## src/rtl/prog_loader_pkg.sv

```systemverilog
// Shared types and constants for the boot-time program loader.
package prog_loader_pkg;

   localparam int unsigned ADDR_W = 8;
   localparam int unsigned DATA_W = 16;
   localparam int unsigned CNT_W  = 9;

   typedef enum logic [3:0] {
      ST_IDLE,
      ST_WAIT_WORD,
      ST_SETUP,
      ST_ACK_HI,
      ST_ACK_LO,
      ST_RB_HI,
      ST_RB_LO,
      ST_DONE,
      ST_ERROR
   } state_t;

   // Dual-rail read_Nwrite encodings
   localparam logic [1:0] RW_SPACER = 2'b00;
   localparam logic [1:0] RW_WRITE  = 2'b01;
   localparam logic [1:0] RW_READ   = 2'b10;

   localparam logic [1:0] ERR_NONE     = 2'b00;
   localparam logic [1:0] ERR_TIMEOUT  = 2'b01;
   localparam logic [1:0] ERR_OVERFLOW = 2'b10;
   localparam logic [1:0] ERR_VERIFY   = 2'b11;

endpackage

```

## src/rtl/prog_loader_ack_sync.sv

```systemverilog
// Multi-flop synchroniser for an asynchronous acknowledge, cleared on reset.
module ack_sync #(
   parameter int unsigned SYNC_STAGES = 2
) (
   input  logic clk,
   input  logic rst_n,
   input  logic i_d,
   output logic o_q
);

   logic [SYNC_STAGES-1:0] r_chain;

   always_ff @(posedge clk or negedge rst_n) begin
      if (!rst_n) begin
         r_chain <= '0;
      end else begin
         r_chain <= {r_chain[SYNC_STAGES-2:0], i_d};
      end
   end

   assign o_q = r_chain[SYNC_STAGES-1];

endmodule

```

## src/rtl/prog_loader.sv

```systemverilog
// Streams host words into the async memory over its 4-phase write port, then releases the core.
// Build option: PROG_LOADER_READBACK_EN adds a verify read after every write.
module prog_loader
   import prog_loader_pkg::*;
#(
   parameter int unsigned SYNC_STAGES = 2,
   parameter int unsigned TIMEOUT_CYC = 255,
   parameter int unsigned MAX_WORDS   = 256
) (
   input  logic              clk,
   input  logic              rst_n,
   input  logic              load_start,
   input  logic [ADDR_W-1:0] base_addr,
   input  logic              s_valid,
   output logic              s_ready,
   input  logic [DATA_W-1:0] s_data,
   input  logic              s_last,
   output logic [ADDR_W-1:0] mem_addr,
   output logic [DATA_W-1:0] mem_data,
   output logic [1:0]        mem_rw,
   input  logic              mem_ack_write,
   input  logic              mem_ack_read,
   input  logic [DATA_W-1:0] mem_rdata,
   output logic              cpu_rst_n,
   output logic              busy,
   output logic              done,
   output logic              err,
   output logic [1:0]        err_code,
   output logic [CNT_W-1:0]  word_count
);

   localparam int unsigned TO_W = $clog2(TIMEOUT_CYC + 1);
   localparam logic [TO_W-1:0]  TO_LIM  = TO_W'(TIMEOUT_CYC);
   localparam logic [CNT_W-1:0] CNT_LIM = CNT_W'(MAX_WORDS);

   state_t            r_state, w_state_nxt;
   logic              r_s_ready, w_s_ready_nxt;
   logic [ADDR_W-1:0] r_mem_addr, w_addr_nxt;
   logic [DATA_W-1:0] r_mem_data, w_data_nxt;
   logic [1:0]        r_mem_rw, w_rw_nxt;
   logic              r_cpu_rst_n, w_cpu_rst_n_nxt;
   logic              r_busy, w_busy_nxt;
   logic              r_done, w_done_nxt;
   logic              r_err, w_err_nxt;
   logic [1:0]        r_err_code, w_code_nxt;
   logic [CNT_W-1:0]  r_word_cnt, w_cnt_nxt, w_cnt_inc;
   logic              r_last, w_last_nxt;
   logic [TO_W-1:0]   r_to_cnt, w_to_nxt, w_to_inc;
   logic              w_commit, w_fail;
   logic [1:0]        w_fail_code;
   logic              w_ack_wr, w_ack_rd;

   ack_sync #(.SYNC_STAGES(SYNC_STAGES)) u_sync_wr (
      .clk   (clk),
      .rst_n (rst_n),
      .i_d   (mem_ack_write),
      .o_q   (w_ack_wr)
   );

   ack_sync #(.SYNC_STAGES(SYNC_STAGES)) u_sync_rd (
      .clk   (clk),
      .rst_n (rst_n),
      .i_d   (mem_ack_read),
      .o_q   (w_ack_rd)
   );

`ifndef PROG_LOADER_READBACK_EN
   logic w_unused;
   assign w_unused = ^{w_ack_rd, mem_rdata};
`endif

   assign w_cnt_inc = r_word_cnt + CNT_W'(1);
   assign w_to_inc  = r_to_cnt + TO_W'(1);

   always_ff @(posedge clk or negedge rst_n) begin
      if (!rst_n) begin
         r_state <= ST_IDLE;
      end else begin
         r_state <= w_state_nxt;
      end
   end

   always_ff @(posedge clk or negedge rst_n) begin
      if (!rst_n) begin
         r_s_ready   <= 1'b0;
         r_mem_addr  <= '0;
         r_mem_data  <= '0;
         r_mem_rw    <= RW_SPACER;
         r_cpu_rst_n <= 1'b0;
         r_busy      <= 1'b0;
         r_done      <= 1'b0;
         r_err       <= 1'b0;
         r_err_code  <= ERR_NONE;
         r_word_cnt  <= '0;
         r_last      <= 1'b0;
         r_to_cnt    <= '0;
      end else begin
         r_s_ready   <= w_s_ready_nxt;
         r_mem_addr  <= w_addr_nxt;
         r_mem_data  <= w_data_nxt;
         r_mem_rw    <= w_rw_nxt;
         r_cpu_rst_n <= w_cpu_rst_n_nxt;
         r_busy      <= w_busy_nxt;
         r_done      <= w_done_nxt;
         r_err       <= w_err_nxt;
         r_err_code  <= w_code_nxt;
         r_word_cnt  <= w_cnt_nxt;
         r_last      <= w_last_nxt;
         r_to_cnt    <= w_to_nxt;
      end
   end

   always_comb begin
      w_state_nxt     = r_state;
      w_s_ready_nxt   = r_s_ready;
      w_addr_nxt      = r_mem_addr;
      w_data_nxt      = r_mem_data;
      w_rw_nxt        = r_mem_rw;
      w_cpu_rst_n_nxt = r_cpu_rst_n;
      w_busy_nxt      = r_busy;
      w_done_nxt      = r_done;
      w_err_nxt       = r_err;
      w_code_nxt      = r_err_code;
      w_cnt_nxt       = r_word_cnt;
      w_last_nxt      = r_last;
      w_to_nxt        = '0;
      w_commit        = 1'b0;
      w_fail          = 1'b0;
      w_fail_code     = ERR_NONE;

      case (r_state)
         ST_IDLE, ST_DONE, ST_ERROR: begin
            w_rw_nxt        = RW_SPACER;
            w_s_ready_nxt   = 1'b0;
            w_cpu_rst_n_nxt = (r_state == ST_DONE);
            if (load_start) begin
               w_state_nxt     = ST_WAIT_WORD;
               w_addr_nxt      = base_addr;
               w_cnt_nxt       = '0;
               w_busy_nxt      = 1'b1;
               w_done_nxt      = 1'b0;
               w_err_nxt       = 1'b0;
               w_code_nxt      = ERR_NONE;
               w_s_ready_nxt   = 1'b1;
               w_cpu_rst_n_nxt = 1'b0;
            end
         end
         ST_WAIT_WORD: begin
            if (s_valid && r_s_ready) begin
               w_data_nxt    = s_data;
               w_last_nxt    = s_last;
               w_s_ready_nxt = 1'b0;
               w_state_nxt   = ST_SETUP;
            end
         end
         ST_SETUP: begin
            w_rw_nxt    = RW_WRITE;
            w_state_nxt = ST_ACK_HI;
         end
         ST_ACK_HI: begin
            w_to_nxt = w_to_inc;
            if (w_ack_wr) begin
               w_rw_nxt    = RW_SPACER;
               w_to_nxt    = '0;
               w_state_nxt = ST_ACK_LO;
            end else if (w_to_inc == TO_LIM) begin
               w_fail      = 1'b1;
               w_fail_code = ERR_TIMEOUT;
            end
         end
         ST_ACK_LO: begin
            w_to_nxt = w_to_inc;
            if (!w_ack_wr) begin
`ifdef PROG_LOADER_READBACK_EN
               w_rw_nxt    = RW_READ;
               w_to_nxt    = '0;
               w_state_nxt = ST_RB_HI;
`else
               w_commit = 1'b1;
`endif
            end else if (w_to_inc == TO_LIM) begin
               w_fail      = 1'b1;
               w_fail_code = ERR_TIMEOUT;
            end
         end
`ifdef PROG_LOADER_READBACK_EN
         ST_RB_HI: begin
            w_to_nxt = w_to_inc;
            if (w_ack_rd) begin
               w_rw_nxt = RW_SPACER;
               w_to_nxt = '0;
               if (mem_rdata != r_mem_data) begin
                  w_fail      = 1'b1;
                  w_fail_code = ERR_VERIFY;
               end else begin
                  w_state_nxt = ST_RB_LO;
               end
            end else if (w_to_inc == TO_LIM) begin
               w_fail      = 1'b1;
               w_fail_code = ERR_TIMEOUT;
            end
         end
         ST_RB_LO: begin
            w_to_nxt = w_to_inc;
            if (!w_ack_rd) begin
               w_commit = 1'b1;
            end else if (w_to_inc == TO_LIM) begin
               w_fail      = 1'b1;
               w_fail_code = ERR_TIMEOUT;
            end
         end
`endif
         default: begin
            w_state_nxt = ST_IDLE;
         end
      endcase

      // Word fully handshaken: advance, then finish, overflow or fetch the next word
      if (w_commit) begin
         w_cnt_nxt  = w_cnt_inc;
         w_addr_nxt = r_mem_addr + ADDR_W'(1);
         w_to_nxt   = '0;
         if (r_last) begin
            w_state_nxt = ST_DONE;
            w_done_nxt  = 1'b1;
            w_busy_nxt  = 1'b0;
         end else if (w_cnt_inc == CNT_LIM) begin
            w_fail      = 1'b1;
            w_fail_code = ERR_OVERFLOW;
         end else begin
            w_state_nxt   = ST_WAIT_WORD;
            w_s_ready_nxt = 1'b1;
         end
      end

      if (w_fail) begin
         w_state_nxt     = ST_ERROR;
         w_err_nxt       = 1'b1;
         w_code_nxt      = w_fail_code;
         w_busy_nxt      = 1'b0;
         w_rw_nxt        = RW_SPACER;
         w_cpu_rst_n_nxt = 1'b0;
         w_s_ready_nxt   = 1'b0;
         w_to_nxt        = '0;
      end
   end

   assign s_ready    = r_s_ready;
   assign mem_addr   = r_mem_addr;
   assign mem_data   = r_mem_data;
   assign mem_rw     = r_mem_rw;
   assign cpu_rst_n  = r_cpu_rst_n;
   assign busy       = r_busy;
   assign done       = r_done;
   assign err        = r_err;
   assign err_code   = r_err_code;
   assign word_count = r_word_cnt;

endmodule

```

## config.mk

```make
export PLATFORM = sky130hd
export DESIGN_NAME = prog_loader
export DESIGN_NICKNAME = d
export VERILOG_FILES = /design/src/rtl/prog_loader_pkg.sv /design/src/rtl/prog_loader_ack_sync.sv /design/src/rtl/prog_loader.sv
export SDC_FILE = /design/constraint.sdc
export NUM_CORES = 1
export LEC_CHECK = 0
export ABC_CLOCK_PERIOD_IN_PS = 6100
export BUFFER_PORTS_ARGS = -buffer_cell sky130_fd_sc_hd__buf_4
export CAP_MARGIN = 10
export CORE_UTILIZATION = 45
export DETAILED_ROUTE_END_ITERATION = 8
export PLACE_DENSITY = 0.81
export RECOVER_POWER = 25
export SYNTH_ARGS = -nofsm -noshare
export SYNTH_HDL_FRONTEND = slang
export SYNTH_SLANG_ARGS = --single-unit
```

## constraint.sdc

```tcl
create_clock -name clk -period 6.1 [get_ports clk]
set_input_delay 0.305 -clock clk [delete_from_list [all_inputs] [get_ports clk]]
set_output_delay 0.305 -clock clk [all_outputs]
set_load 0.005 [all_outputs]
```

Yosys cells after proc, flatten, opt, wreduce, memory -nomap -nowiden
Index checks and enable logic that the tools add are counted.

storage, ports and cells
  bits in registers = 57
  bits in latches = 0
  memory bits (writable) = 0
  bits in read-only memories = 0
  input port bits = 47
  output and inout port bits = 42
  logic and storage cells = 100
  memories = 0

operators by class
  add/sub/neg operators = 3
  $mul = 0
  divide/modulo/power cells = 0
  order comparisons = 0
  eq/ne operators = 9
  shift operators = 0
  muxes and demuxes = 62
  bitwise gates (word level) = 0
  reduce and logical (&&, ||, !) cells = 12

operators with widths
  kind                                                 number
  2-to-1 mux 8 bit                                     6
  2-to-1 mux 1 bit                                     31
  2-to-1 mux 4 bit                                     7
  2-to-1 mux 9 bit                                     3
  one-hot mux 4 bit (5 select lines)                   1
  2-to-1 mux 2 bit                                     9
  adder 8 x 1 -> 8 bit, second input constant          2
  one-hot mux 8 bit (2 select lines)                   1
  adder 9 x 1 -> 9 bit, second input constant          1
  equality test 9 bit, second input constant           1
  equality test 4 x 2 -> 1 bit, second input constant  2
  equality test 4 x 3 -> 1 bit, second input constant  2
  equality test 8 bit, second input constant           1
  AND reduction 2 bit                                  4
  nonzero test 2 bit                                   4
  one-hot mux 2 bit (3 select lines)                   1
  equality test 4 x 1 -> 1 bit, second input constant  1
  equality test 4 bit, second input constant           1
  zero test 4 bit                                      1
  one-hot mux 1 bit (2 select lines)                   2
  one-hot mux 2 bit (2 select lines)                   1
  nonzero test 4 bit                                   1
  != test 3 x 2 -> 1 bit, second input constant        1
  OR reduction 3 bit                                   1
  logical AND 1 bit                                    1

Longest topological paths before layout
  depth after elaboration = 10
  gate-level depth with buffers = 8
  gate-level depth less buffers = 7

By module
From an unflattened synthesis, not the netlist that was laid out.

unflattened totals
  cell total of the unflattened synthesis = 280
  area, all modules = 2840.2 um^2

modules (own cells, without submodules)
  module       times used  cells an instance  area an instance (um^2)  seq. area each (um^2)
  prog_loader  1           278                2790.2                   1351.3
  ack_sync     1           2                  50.0                     50.0

Least setup slack after synthesis
OpenSTA, ideal clock, no wires.

  path type = register -> register
  from = register r_word_cnt[0], in the netlist word_count[0]
  to = register r_state[0]
  library setup time = 120 ps
  arrival = 1990 ps
  required time = 5980 ps
  slack = 3990 ps
  stages on the path, launching flop included = 7
  path buffers = 0
  clock period less this slack = 2110 ps
  cell sequence = dfrtp_1 -> ha_1 -> and2_2 -> xnor2_1 -> o41a_1 -> a2111o_1 -> and3_1

on the way
  longest elaborated chain between the ends = 6
  elaborated cells on any way between the ends = 9
  those cells by class = 1 x add/sub; 1 x eq/ne; 7 x mux

RTL lines
  item                                                         RTL line            text
  start, declared                                              prog_loader.sv:46   logic [CNT_W-1:0] r_word_cnt, w_cnt_nxt, w_cnt_inc;
  start signal, assigned                                       prog_loader.sv:107  r_word_cnt <= w_cnt_nxt;
  adder 9 x 1 -> 9 bit (*)                                     prog_loader.sv:72   assign w_cnt_inc = r_word_cnt + CNT_W'(1);
  equality test 9 bit (*)                                      prog_loader.sv:227  end else if (w_cnt_inc == CNT_LIM) begin
  2-to-1 mux 4 bit / 2-to-1 mux 1 bit (equally long branches)  prog_loader.sv:227
  2-to-1 mux 4 bit / 2-to-1 mux 1 bit (equally long branches)  prog_loader.sv:223  if (r_last) begin
  2-to-1 mux 4 bit / 2-to-1 mux 1 bit (equally long branches)  prog_loader.sv:219  if (w_commit) begin
  2-to-1 mux 4 bit (*)                                         prog_loader.sv:236  if (w_fail) begin
  named net w_state_nxt[0]                                     prog_loader.sv:36   state_t r_state, w_state_nxt;
  end signal, assigned                                         prog_loader.sv:79   r_state <= w_state_nxt;
  end, declared                                                prog_loader.sv:36

The timed path passes the listed nets; every way through them passes the cells marked *.
A chain may end at the register's enable or synchronous reset.

==> impl_results.md <==
* Outcome: finished, violations left
* Violated checks: capacitance limit, slew limit
* Post-Route WL at roughly 6600 um
* VDD IR max at 0.0002567 V
* Share of cells above drive strength 1 at roughly 29%
* Core area at 6314 um2
* Crit-path max cell delay at between 2 and 2.5 ns
* Number of global-route vias before repair at roughly 2.4k
* Yosys top cell area share at 47.88%
* Critical path class: in -> async
* Cts repair resizes at 0
* CP Data Arrival Time at 2.40 ns
* Synth area leader: dfrtp_1
* Vias at 2500
* Iter 0 DRT Violations at approximately 130
* DR WL/cell at around 15 um
* CTS sink count at 56
* Lkg Pwr at 1.579 nW
* Simple-Gate Fraction of Synth Area at 20.78%
* DR vias/cell at around 5.7
* Drt drc at 0
* Htree depth at 2
* Antenna fix cells at 0
* CP startpoint kind: primary input
* Setup crit end kind: asynchronous set/reset pin
* Nets@finish at approximately 420
* Crit-path leading delay family: buffers and inverters
* Crit path max fanout at 56
* Largest net degree at the start of global routing at 57
* Final setup vio count at 0
* Async set-reset flop share out of synthesis at 100.0%
* Dominant synthesized flop cell: dfrtp_1
* Fin cells at about 440
* Unrepaired setup endpoints after global routing: false
* Worst path cell trace: clkbuf_1
* Cell Count Post-Placement at between 400 and 500
* R2r endpoint: err_code[1]$_DFFE_PN0P_
* Reg clk slew, reported paths at about 0.10 ns
* Final Max Slew Viols at 57
* Die area at a little under 7000 um2
* Final worst-path cycle share at a little over two fifths
* Share of the yosys chip area belonging to registers at 47.88%
* Most common cell in the netlist: dfrtp_1
* EDFF count, synth at 0
* Clk root buf: clkbuf_8
* Xor/xnor share of the synthesized area at under 10%
* Hold path depth at 1
* Hold Crit Class: in -> reg
* Post-route ant nets at 0
* Starting density of the core at 46.35%
* Sum of buffers and inverters on the critical path at 1
* Clock latency on the worst-skew pair at about 0.31 ns
* Hold-fix buffers, CTS at 0
* Worst path depth at 1
* Final Hold Vio Count at 0
* Total GRT Usage at 20.15%
* Post-CTS Setup Inserts at 0
* Max capacitance violation total at 1
* Skew final at about 0.011 ns
* PnR Total Power at 1.303 mW
* Hold Path Sink: u_sync_wr.r_chain[0]$_DFF_PN0_
* Max Root-Sink Buffers at 2
* GRT overflow at 0
* Synth Area in Adders at about 2.1%
* First-pass GRT wire length at roughly 11000 um
* Synth Register Bits at 56
* Ranking of synthesized cells by area: dfrtp_1 48%, mux2_2 6.5%, nand2_1 4.6%
* Die Y at approximately 83 um
* Initial antenna violation count at 0
* Synthesized Nets at about 350
* Required @ worst endpoint at 5.87 ns
* Fin crit period at 2.625 ns
* CTS tree: built
* Synth Area in Compound Gates at between 10% and 20%
* Power density over the cells at 360.5 nW/um2
* Worst Tran Pin Value at roughly 3 ns
* Most frequent cells after synthesis: 56 x dfrtp_1, 36 x nand2_1, 26 x nor2_1, 20 x o21ai_0, 17 x mux2_2
* Area growth, synth to finish at 23.47%
* GP Congestion at about 0.83
* Reg2Reg Depth at 5
* Setup TNS at 0 ns
* HP Start: mem_ack_write
* R2R setup slack at around 3.6 ns
* Drt pass-1 iters at 4
* Critical-path top delay cell: clkbuf_1
* I/O pin total at 89
* Mapped Area at roughly 2900 um2
* Num rows at 29
* Hold WS at roughly 0.12 ns
* Port buffer count at 70
* Share of synthesized area spent on multiplexers at around 6.5%
* Dpl hpwl at roughly 4600 um
* Mean Syn Cell Area at 9.788 um2
* Crit Reg-Reg Startpoint: r_state[2]$_DFF_PN0_
* Number of buffers created by CTS at 5
* Chip width at 82.65 um
* Post-Synthesis Cells at roughly 300
* Worst relative slew slack at -97.72%
* Post-synth cell types at 56
* Fmax at roughly 380 MHz
* Ys Warns at 0
* Main combinational cell family by area after synthesis: simple AND/OR/NAND/NOR gates
## area by class of cell
cell class              count  area (um2)
clock buffers               7       96.34
inverters                   7       26.28
repair buffers             72       536.8
clock inverters             1       30.03
fillers                   563        2700
well taps                  77       96.34
multi-input cells         221        1426
flip-flops and latches     56        1401
## layout by cell type, fill, tap and decap left out, drive strengths merged, types with 2 or more instances in the layout
cell,instances
dfrtp,56
buf,70
o211ai,4
nand4b,2
nor4,3
xor2,2
clkbuf,9
or3b,3
nand3,14
o22a,2
ha,5
a221o,2
inv,7
o22ai,2
nor3,16
a211oi,3
o41ai,2
o32ai,2
o21a,2
nor3b,2
xnor2,5
nand2,36
o31ai,3
and2,3
o21ai,21
and3,5
nor2,26
o31a,2
a21oi,13
mux2,17
a31oi,5
nand2b,3
## logic make-up (layout without fill, tap and decap cells)
kind of cell / after synthesis / after routing
other: 1 / 1
AOI/OAI and AO/OA: 72 / 72
DFF: 56 / 56
adders and majority gates: 5 / 5
muxes: 17 / 17
xor gates and xnor gates: 7 / 7
buffers and inverters: 22 / 87
and+or+nand+nor: 119 / 119
## per-stage QoR
stage	cell area, um2	util, %	setup slack, ns
after CTS	3617	57.29	3.511
after floorplan	2927	-	3.990
final	3613	57.23	3.475
after global placement	3491	55.29	3.620
after global routing	3613	57.23	2.792
after detailed placement	3491	55.29	3.543
## power by group
part | switching, mW | internal [mW] | leakage [nW]
Combinational | 0.190 | 0.255 | 0.802
Sequential | 0.116 | 0.476 | 0.713
Clock | 0.120 | 0.145 | 0.0645
Total | 0.427 | 0.876 | 1.58
## how the worst max path moves through the flow
stage,start,to,slack [ns]
after floorplan,word_count[0]$_DFFE_PN0P_,r_state[0]$_DFF_PN0_,3.99
after global placement,r_state[2]$_DFF_PN0_,err_code[1]$_DFFE_PN0P_,3.62
after detailed placement,r_state[2]$_DFF_PN0_,err_code[1]$_DFFE_PN0P_,3.54
after CTS,r_state[2]$_DFF_PN0_,err_code[1]$_DFFE_PN0P_,3.51
after global routing,rst_n,err_code[1]$_DFFE_PN0P_,2.79
final,rst_n,err$_DFFE_PN0P_,3.47
## routing by layer
| layer | up-vias | share of wire [%] | GRT usage [%] |
|---|---|---|---|
| li1 | 1216 | - | - |
| met1 | 1210 | 44 | 25.80 |
| met2 | 72 | 49 | 34.92 |
| met3 | 2 | 6.3 | 4.835 |
| met4 | 0 | 0.21 | 3.276 |
| met5 | - | 0 | 0 |
## registers in the layout, summed over array words and instances, names as in the netlist
| signal | cells |
|---|---|
| done | 1 |
| mem_rw | 1 |
| busy | 1 |
| r_to_cnt | 8 |
| mem_addr | 8 |
| r_state | 4 |
| r_last | 1 |
| word_count | 9 |
| u_sync_wr.r_chain | 2 |
| err | 1 |
| mem_data | 16 |
| cpu_rst_n | 1 |
| s_ready | 1 |
| err_code | 2 |
No activity file was read; power rests on OpenSTA's default activity.
